**config.mk**
```make
export PLATFORM = sky130hd
export DESIGN_NAME = alu_cmd_ctrl
export DESIGN_NICKNAME = d
export VERILOG_FILES = /design/src/rtl/alu_cmd_ctrl.sv
export SDC_FILE = /design/constraint.sdc
export NUM_CORES = 1
export LEC_CHECK = 0
export CORE_MARGIN = 2
export CORE_UTILIZATION = 47
export DETAILED_ROUTE_END_ITERATION = 7
export PLACE_DENSITY = 0.76
export SLEW_MARGIN = 20
export SYNTH_ARGS = -nofsm -noshare
export SYNTH_HDL_FRONTEND = slang
export SYNTH_SLANG_ARGS = --single-unit
```
**constraint.sdc**
```tcl
create_clock -name i_clk -period 2.05 [get_ports i_clk]
set_clock_uncertainty 0.05 [all_clocks]
set_input_delay 0.3075 -clock i_clk [delete_from_list [all_inputs] [get_ports i_clk]]
set_output_delay 0.3075 -clock i_clk [all_outputs]
set_load 0.005 [all_outputs]
```
**src/rtl/alu_cmd_ctrl.sv**
```systemverilog
// Frame-based ALU command controller: SYNC, A, B, OP bytes in; result byte, then status byte, out.
// Latency: OP byte accepted in cycle N, ALU sampled in N+1, first o_tx_start in N+2.
// Backpressure: each tx byte waits indefinitely for i_tx_done; bytes arriving while busy are dropped and counted.
module alu_cmd_ctrl #(
  parameter int                MAXTAM        = 8,
  parameter int                TAM_OP        = 6,
  parameter logic [MAXTAM-1:0] SYNC          = MAXTAM'(8'hA5),
  parameter logic [15:0]       TIMEOUT_TICKS = 16'd4800
) (
  input  logic              i_clk,
  input  logic              i_reset,
  input  logic              i_bd,
  input  logic              i_rx_done,
  input  logic [MAXTAM-1:0] i_rx_byte,
  input  logic [MAXTAM-1:0] i_alu_result,
  input  logic              i_alu_carry,
  input  logic              i_tx_done,
  output logic [MAXTAM-1:0] o_data_a,
  output logic [MAXTAM-1:0] o_data_b,
  output logic [TAM_OP-1:0] o_opcode,
  output logic              o_tx_start,
  output logic [MAXTAM-1:0] o_tx_byte,
  output logic              o_busy,
  output logic              o_err,
  output logic [7:0]        o_drop_cnt
);

  typedef enum logic [3:0] {
    IDLE,
    GET_A,
    GET_B,
    GET_OP,
    EXEC,
    SEND_RES,
    WAIT_RES,
    SEND_STS,
    WAIT_STS
  } state_t;

  state_t            state;
  logic [MAXTAM-1:0] result_q;
  logic              carry_q;
  logic [15:0]       tmo_cnt;

  logic in_rx_state;
  logic in_tx_state;
  logic tmo_hit;

  // Receive phase is where the inter-byte timer runs; transmit phase is where bytes are dropped.
  assign in_rx_state = (state == GET_A) || (state == GET_B) || (state == GET_OP);
  assign in_tx_state = (state != IDLE) && !in_rx_state;
  // The tick that would bring the count to TIMEOUT_TICKS; an accepted byte in the same cycle wins.
  assign tmo_hit     = i_bd && (tmo_cnt == TIMEOUT_TICKS - 16'd1);

  // Frame FSM with registered outputs, timeout counter and drop counter.
  always_ff @(posedge i_clk or negedge i_reset) begin
    if (!i_reset) begin
      state      <= IDLE;
      o_data_a   <= '0;
      o_data_b   <= '0;
      o_opcode   <= '0;
      result_q   <= '0;
      carry_q    <= 1'b0;
      o_tx_byte  <= '0;
      o_tx_start <= 1'b0;
      o_busy     <= 1'b0;
      o_err      <= 1'b0;
      o_drop_cnt <= 8'd0;
      tmo_cnt    <= 16'd0;
    end else begin
      o_tx_start <= 1'b0;
      o_err      <= 1'b0;

      if (in_tx_state && i_rx_done && (o_drop_cnt != 8'hFF))
        o_drop_cnt <= o_drop_cnt + 8'd1;

      if (in_rx_state && i_bd)
        tmo_cnt <= tmo_cnt + 16'd1;

      case (state)
        IDLE: begin
          if (i_rx_done && (i_rx_byte == SYNC)) begin
            state   <= GET_A;
            o_busy  <= 1'b1;
            tmo_cnt <= 16'd0;
          end
        end
        GET_A, GET_B, GET_OP: begin
          if (i_rx_done) begin
            tmo_cnt <= 16'd0;
            if (state == GET_A) begin
              o_data_a <= i_rx_byte;
              state    <= GET_B;
            end else if (state == GET_B) begin
              o_data_b <= i_rx_byte;
              state    <= GET_OP;
            end else begin
              o_opcode <= i_rx_byte[TAM_OP-1:0];
              state    <= EXEC;
            end
          end else if (tmo_hit) begin
            // Abandon the frame; operands keep whatever was already latched.
            state   <= IDLE;
            o_busy  <= 1'b0;
            o_err   <= 1'b1;
            tmo_cnt <= 16'd0;
          end
        end
        EXEC: begin
          result_q   <= i_alu_result;
          carry_q    <= i_alu_carry;
          o_tx_byte  <= i_alu_result;
          o_tx_start <= 1'b1;
          state      <= SEND_RES;
        end
        SEND_RES: begin
          // i_tx_done is deliberately not looked at in the start cycle.
          o_tx_byte <= result_q;
          state     <= WAIT_RES;
        end
        WAIT_RES: begin
          if (i_tx_done) begin
            o_tx_byte  <= MAXTAM'({4'hC, 3'b000, carry_q});
            o_tx_start <= 1'b1;
            state      <= SEND_STS;
          end
        end
        SEND_STS: begin
          state <= WAIT_STS;
        end
        WAIT_STS: begin
          if (i_tx_done) begin
            state  <= IDLE;
            o_busy <= 1'b0;
          end
        end
        default: begin
          state  <= IDLE;
          o_busy <= 1'b0;
        end
      endcase
    end
  end

endmodule

```
# [Yosys cells after proc, flatten, opt, wreduce, memory -nomap -nowiden]
# Index checks and enable logic that the tools add are counted.
# W data, S select, Z words.
[totals] ram_bits=0 register_bits=70 rom_bits=0 latchBits=0 word_cells=79 inputBits=22 out_inout_bits=41 mem_count=0
[classes] mul=0 addsub=2 reduce_logical=20 bitwise=3 n_mux=25 div=0 shift=0 eq_ne=17 magnitude_cmp=0
[ops] cell="$mux W16" n=4
[ops] cell="$pmux W16 S2" n=1
[ops] cell="$pmux W4 S7" n=1
[ops] cell="$pmux W8 S3" n=1
[ops] cell="$mux W4" n=5
[ops] cell="$add A16 B1 Y16 const B" n=1
[ops] cell="$eq A16 B13 Y1 const B" n=1
[ops] cell="$eq A4 B3 Y1 const B" n=4
[ops] cell="$reduce_and A4 Y1" n=3
[ops] cell="$ne A2 B2 Y1 const B" n=5
[ops] cell="$add A8 B1 Y8 const B" n=1
[ops] cell="$eq A4 B2 Y1 const B" n=2
[ops] cell="$eq A8 B8 Y1 const B" n=1
[ops] cell="$mux W1" n=8
[ops] cell="$mux W8" n=1
[ops] cell="$ne A8 B8 Y1 const B" n=1
[ops] cell="$logic_and A1 B1 Y1" n=6
[ops] cell="$mux W3" n=2
[ops] cell="$reduce_and A5 Y1" n=1
[ops] cell="$eq A4 B1 Y1 const B" n=1
[ops] cell="$eq A4 B4 Y1 const B" n=1
[ops] cell="$logic_not A4 Y1" n=1
[ops] cell="$pmux W1 S4" n=1
[ops] cell="$reduce_bool A4 Y1" n=1
[ops] cell="10 further kinds" n=13

# [Depth between registers and ports, before layout]
# Gate-level depths: netlist of run 1.
[depth] ltp_word=8 mapped_depth=7 mapped_depth_nobuf=5

# [Worst setup path after synthesis of run 1]
# Ideal clock, no wire load.
[synth_path] kind="register -> register" startpoint="reg state[3]" endpoint="reg tmo_cnt[15]" arrival_ns=2.055 setup_time_ns=0.079 slack_ns=-0.133 required_ns=1.921 synth_period_minus_slack_ns=2.183 path_buffers=3 path_stages_with_launch=8 cell_sequence="dfrtp_1 buf_6 or2_0 clkbuf_2 or4_1 buf_2 or4_1 a21oi_1"
[synth_between] elab_chain_len=8 word_cells_on_any_way=13 classes_between="eq/ne (3); mux (5); reduce/logical (5)"
[synth_lines] element="start, declared" line_no="40" text="state_t state;"
[synth_lines] element="start signal, assigned" line_no="58" text="state <= IDLE;"
[synth_lines] element="start signal, assigned" line_no="83" text="state <= GET_A;"
[synth_lines] element="start signal, assigned" line_no="93" text="state <= GET_B;"
[synth_lines] element="$eq A4 B1 Y1 / $eq A4 B2 Y1 (equally long branches)" line_no="50, 80"
[synth_lines] element="$logic_or A1 B1 Y1 (2 in a row)" line_no="50" text="assign in_rx_state = (state == GET_A) || (state == GET_B) || (state == GET_OP);"
[synth_lines] element="$logic_and A1 B1 Y1" line_no="77" text="if (in_rx_state && i_bd)"
[synth_lines] element="$mux W16" line_no="77"
[synth_lines] element="$mux W16" line_no="101" text="end else if (tmo_hit) begin"
[synth_lines] element="$mux W16" line_no="89" text="if (i_rx_done) begin"
[synth_lines] element="$pmux W16 S2 *" line_no="80" text="case (state)"
[synth_lines] element="end signal, assigned" line_no="78" text="tmo_cnt <= tmo_cnt + 16'd1;"
[synth_lines] element="end, declared" line_no="43" text="logic [15:0] tmo_cnt;"
# Mark *: on every way between the ends. The rest lies on a longest branch, timed or not.
# A chain may end at the register's enable or synchronous reset.

# [Worst setup path after layout of run 1]
[layout_path] startpoint="reg state[0]" endpoint="reg tmo_cnt[15]"
# The elaborated chain is that of the path after synthesis.

==> flow_summary.ini, run 1 <==
[critical_path]
end_kind = flip-flop
reg2reg_setup_slack_ps = 150
worstSetupStartpointType = flip-flop
required_ps = 2260
critPathSlowestCell = or4_1
cpMostUsedCell = or4_1
crit_type = reg -> reg
arrival_ps = 2110
cp_slowest_stage_delay_ps = 630
crit_chain = nor2_1 -> or4_1 -> or4_1 -> a21oi_1
path_max_fanout = 8

[synthesis]
synth_compound_area_share_pct = 11.3
synth.ff_latch_count = 70
ys_types = 47
synth_edf_count = 0
yosysWarnings = 0
netlist_area_um2 = 3240
synthCells = 294
synthAdderAreaFrac_pct = 0.772
yosysSeqAreaShare_pct = 54.0
synth_top_family_by_area = simple AND/OR/NAND/NOR gates
synth_mux_area_share_pct = 11.1
async_flop_share_pct = 100
postSynthAreaPerCell_um2 = 11.0
synth_xor_area_share_pct = 3.51
synth_fp_nets = 318
yosys.area_share.simple_pct = 16.6
synth_ff_type = dfrtp_1

[pwr]
p_leak_nw = 1.81
power.density_nw_per_um2 = 1290
vdd_ir_drop_max_mv = 0.736
power.total_mw = 5.57

[timing]
final.setup.tns_ps = 0
maxSlewViolCount = 0
tightest_slew_ps = 613
relSlewSlack_pct = 58.7
holdWs_ps = 449
layout_min_cycle_time_ps = 1900
worst_slack_ps = 152
hold_violations = 0
finalSetupViolCount = 0
rsz0062_at_grt = false
max_freq_ghz = 0.527
finalCritPeriodShare_pct = 92.6

[cells_and_area]
fin_util_pct = 64.4
final_common_cell = dfrtp_1
num_antenna_cells = 0
finalNetCount = 402
drive_above_1_share_pct = 20.6
areaGrowthSynthToFinish_pct = 33.4
fin_cells = 463
final_cell_mix = dfrtp_1 (70), clkdlybuf4s50_1 (61), mux2_2 (31)
fin_area_um2 = 4320

[clock_tree]
clk_latency_ps = 330
cts_tree = yes
cts_resized = 0
path_clk_slew_ps = 70
clockBufferDepth = 2
cts_inserted_buffers = 9
cts.sinks = 70
root_buffer = clkbuf_8
cts_setup_buffers = 0
hold_buffers = 1
h-tree-depth = 3

[floorplan]
ios = 63
dieArea_um2 = 7580
core_area_um2 = 6720
die_w_um = 87.1
num_rows = 30
die_h_um = 87.1
initial_utilization_pct = 48.2

[drt]
drt-total-wl_um = 6710
ant_nets = 0
wl_per_cell_um = 14.5
drt-initial-drc-count = 66
dr.pass1.iters = 4
drc = 0
vias_per_cell = 5.46
vias = 2526

[placed_design]
placed_area_um2 = 4090
dp.cells = 446
pre_cts_ws_ps = -142
numPortBuffers = 62
dp_hpwl_um = 4860
place.gp.congestion = 0.781

[grt]
grt_pass1_wl_um = 11300
grt_pass1_vias = 2410
antenna_found_initial = 0
grt-ovfl-total = 0
grt_start_max_net_pins = 71
grtUsageTotal_pct = 19.1

[flow_run]
timing.max_cap.violations = 0

[outcome]
status = finished, final reports clean

[hold_path]
min_path_type = reg -> reg
## synthesized netlist by cell type (all sizes together) (2+ instances only)
cell type  instances  area [um2]
nand2             14        52.6
mux2              31         349
clkbuf            11        42.5
nor2              27         101
or3                4        25.0
nand2b             2        12.5
a221oi             5        43.8
and3               7        43.8
a21oi             14        70.1
a31o               4        35.0
and4               2        17.5
xor2               4        35.0
nor4               2        12.5
nor3               4        20.0
o21ai             14        70.1
buf                3        20.0
or2                3        18.8
or4                3        22.5
inv                7        26.3
o31ai              4        30.0
o2bb2ai            4        35.0
nor2b              4        25.0
o22ai              2        12.5
nand4             11        68.8
dfrtp             70        1750
nand3              8        40.0
xnor2              9        78.8
and2               3        18.8
ha                 2        25.0
and4b              2        20.0
o21a               2        15.0
## worst max-delay path, delay by kind of cell (launching register included)
family | cells | cell delay, ps
AO/OA/AOI/OAI | 1 | 130
flip-flops | 1 | 480
AND/OR/NAND/NOR | 3 | 1170
## layer usage
| metal | track usage (%) | part of all wire [%] | up-vias |
|---|---|---|---|
| met1 | 25.6 | 46 | 1214 |
| met3 | 5.59 | 5.1 | 6 |
| met4 | 6.11 | 1.2 | 0 |
| met5 | 0 | 0 | - |
| met2 | 29.8 | 48 | 61 |
| li1 | - | - | 1245 |
## path summary, 6_finish.rpt
path                                 end          from  cells after the start
setup / recovery             tmo_cnt[15]      state[0]                      4
hold / removal              o_tx_byte[6]  o_tx_byte[6]                      2
setup reg to reg             tmo_cnt[15]      state[0]                      4
hold reg to reg             o_tx_byte[6]  o_tx_byte[6]                      2
max in group asynchronous       state[2]       i_reset                      3
min in group asynchronous  o_drop_cnt[0]       i_reset                      3
## layout make-up
class,count,area [um2]
inverters,7,26.3
well taps,80,100
multi-input cells,203,1410
clock inverters,7,97.6
flip-flops and latches,70,1750
clock buffers,9,124
fillers,532,2390
repair buffers,87,818
## where the power goes
group / switching, mW / internal (mW)
Combinational: 0.924 / 1.29
Sequential: 0.279 / 1.86
Clock: 0.533 / 0.689
Total: 1.74 / 3.84
## flip-flops by register name (all words and copies together), names as in the netlist, 4 cells and up
register	cells
o_data_a	8
o_data_b	8
o_drop_cnt	8
o_opcode	6
o_tx_byte	8
result_q	8
state	4
tmo_cnt	16
## cell families after synthesis
family | after synthesis
flip-flops | 70
adder cells (fa/ha/maj) | 2
multiplexers | 32
AND/OR/NAND/NOR | 100
AO/OA/AOI/OAI | 56
XOR/XNOR | 13
buffers and inverters | 21
Power figures use the tool's default switching activity.
==> inputs of run 2 (changes only) <==
--- a/config.mk
+++ b/config.mk
@@ -7,9 +7,9 @@
 export LEC_CHECK = 0
 export CORE_MARGIN = 2
 export CORE_UTILIZATION = 47
+export CTS_CLUSTER_DIAMETER = 60
 export DETAILED_ROUTE_END_ITERATION = 7
-export PLACE_DENSITY = 0.76
-export SLEW_MARGIN = 20
+export PLACE_DENSITY = 0.72
 export SYNTH_ARGS = -nofsm -noshare
 export SYNTH_HDL_FRONTEND = slang
 export SYNTH_SLANG_ARGS = --single-unit
==> flow_summary.ini, run 2 (synthesis results as in run 1) <==
[hold_path]
holdCritStartpoint = o_tx_byte[0]
hold_path_depth = 2
min_path_type = reg -> reg
min_to = o_tx_byte[0]

[flow_run]
timing.max_cap.violations = 0

[placed_design]
pre_cts_ws_ps = -102
place.gp.congestion = 0.815
dp_hpwl_um = 4940
numPortBuffers = 62
placed_area_um2 = 4110

[drt]
drt-initial-drc-count = 78
vias_per_cell = 5.60
vias = 2592
drc = 0
drt-total-wl_um = 7100
wl_per_cell_um = 15.3
ant_nets = 0
dr.pass1.iters = 4

[clock_tree]
root_buffer = clkbuf_8
clk_latency_ps = 340
clockBufferDepth = 2
path_clk_slew_ps = 70
cts_inserted_buffers = 9
cts_tree = yes
h-tree-depth = 3
cts.sinks = 70
cts_setup_buffers = 0

[pwr]
vdd_ir_drop_max_mv = 0.889
p_clk_share_pct = 21.4
power.density_nw_per_um2 = 1290
pwr-share-comb_pct = 40.1
p_int_mw = 3.87
p_leak_nw = 1.82
swShare_pct = 30.8
p_switching_mw = 1.72
power.share.sequential_pct = 38.4

[floorplan]
core_area_um2 = 6720
num_rows = 30
initial_utilization_pct = 48.2
die_h_um = 87.1
dieArea_um2 = 7580
die_w_um = 87.1
ios = 63

[cells_and_area]
final_common_cell = dfrtp_1
fill_cells = 548
largest_register_ffs = 16
largest_register = tmo_cnt
fin_area_um2 = 4330
drive_above_1_share_pct = 20.6
final_cell_mix = dfrtp_1 (70), clkdlybuf4s50_1 (61), mux2_2 (31)
finalNetCount = 404
num_antenna_cells = 0
fin_util_pct = 64.4
areaGrowthSynthToFinish_pct = 33.5

[critical_path]
worstSetupStartpointType = flip-flop
critPathSlowestCell = dfrtp_1
cp_slowest_stage_delay_ps = 460
worstReg2RegEnd = o_tx_byte[5]
cpLargestDelayFamily = compound AO/OA/AOI/OAI gates
required_ps = 2220
reg2regPathDepth = 5
path_max_fanout = 8
arrival_ps = 2070
path_buf_inv = 1
reg2reg_setup_slack_ps = 150
crit_chain = buf_4 -> nor2b_1 -> o21ai_0 -> a221oi_1 -> nor2_1
crit_type = reg -> reg
r2r_start = state[0]
end_kind = flip-flop

[timing]
tightest_slew_ps = 628
finalCritPeriodShare_pct = 92.5
max_freq_ghz = 0.527
hold_violations = 0
layout_min_cycle_time_ps = 1900
rsz0062_at_grt = false
worst_slack_ps = 154
finalSetupViolCount = 0
maxSlewViolCount = 0
relSlewSlack_pct = 57.7

[grt]
grt-ovfl-total = 0
grt_start_max_net_pins = 71
antenna_found_initial = 0
grtUsageTotal_pct = 20.3
grt_pass1_wl_um = 11900
grt_pass1_vias = 2512

[outcome]
status = finished, final reports clean
==> run 2: cell count changes in the layout (fill, tap and decap cells not counted), sizes merged <==
cell      previous run  this run
clkinvlp             2         1
inv                  8         7
clkbuf               9        10
clkinv               2         1
buf                 25        27
==> run 2: area by class of cell <==
| cell class | count | area [um2] | area share [%] |
|---|---|---|---|
| tap | 80 | 100 | 2.31 |
| clock buffer | 10 | 138 | 3.18 |
| inverter | 7 | 26.3 | 0.607 |
| multi-input combinational | 203 | 1410 | 32.5 |
| clock inverter | 4 | 72.6 | 1.68 |
| timing repair buffer | 89 | 833 | 19.3 |
| sequential | 70 | 1750 | 40.5 |
==> run 2: routing by layer <==
metal	GRT usage [%]	part of all wire [%]
met1	26.6	44
met2	31.9	49
met3	6.54	5.2
met4	6.82	1.2
met5	0	0
==> run 2: worst max path at each step <==
stage / start / to / slack, ps / depth (start not counted)
after floorplan: state[3] / tmo_cnt[15] / 50 / 7
after global placement: i_bd / tmo_cnt[15] / -60 / 5
after detailed placement: i_bd / tmo_cnt[15] / -100 / 5
after CTS: state[0] / o_tx_byte[5] / 190 / 5
after global routing: state[0] / o_tx_byte[5] / 10 / 5
final: state[0] / o_tx_byte[5] / 150 / 5
==> run 2: power by group through the flow <==
stage	registers (mW)	logic [mW]	clock network, mW
detailed placement	2.18	2.25	0
global placement	2.16	2.20	0
global route	2.21	2.47	1.29
floorplan	2.15	1.08	0
CTS	2.15	2.27	1.23
finish	2.15	2.24	1.20
==> run 2: metrics by stage <==
| step | TNS (ps) | std cells | hold WS (ps) | power, mW |
|---|---|---|---|---|
| 2_1_floorplan | 0 | 294 | -38.1 | 3.24 |
| 3_3_place_gp | -84.6 | 448 | 312 | 4.36 |
| 3_5_place_dp | -239 | 448 | 314 | 4.43 |
| 4_1_cts | 0 | 463 | 451 | 5.65 |
| 5_1_grt | 0 | 463 | 470 | 5.97 |
| 6_report | 0 | 463 | 439 | 5.59 |
==> run 2: what timing repair did <==
item / in CTS / in global routing
setup endpoints to repair: 0 / 0
endpoints found under the hold margin: 70 / 0
hold buffers: 1 / 0
resized for setup: 0 / 0
==> run 2: worst min-delay path, stage by stage, from the launching register on <==
cell and delay (ps):
dfrtp_1 350, nand2_1 50, o31ai_1 50
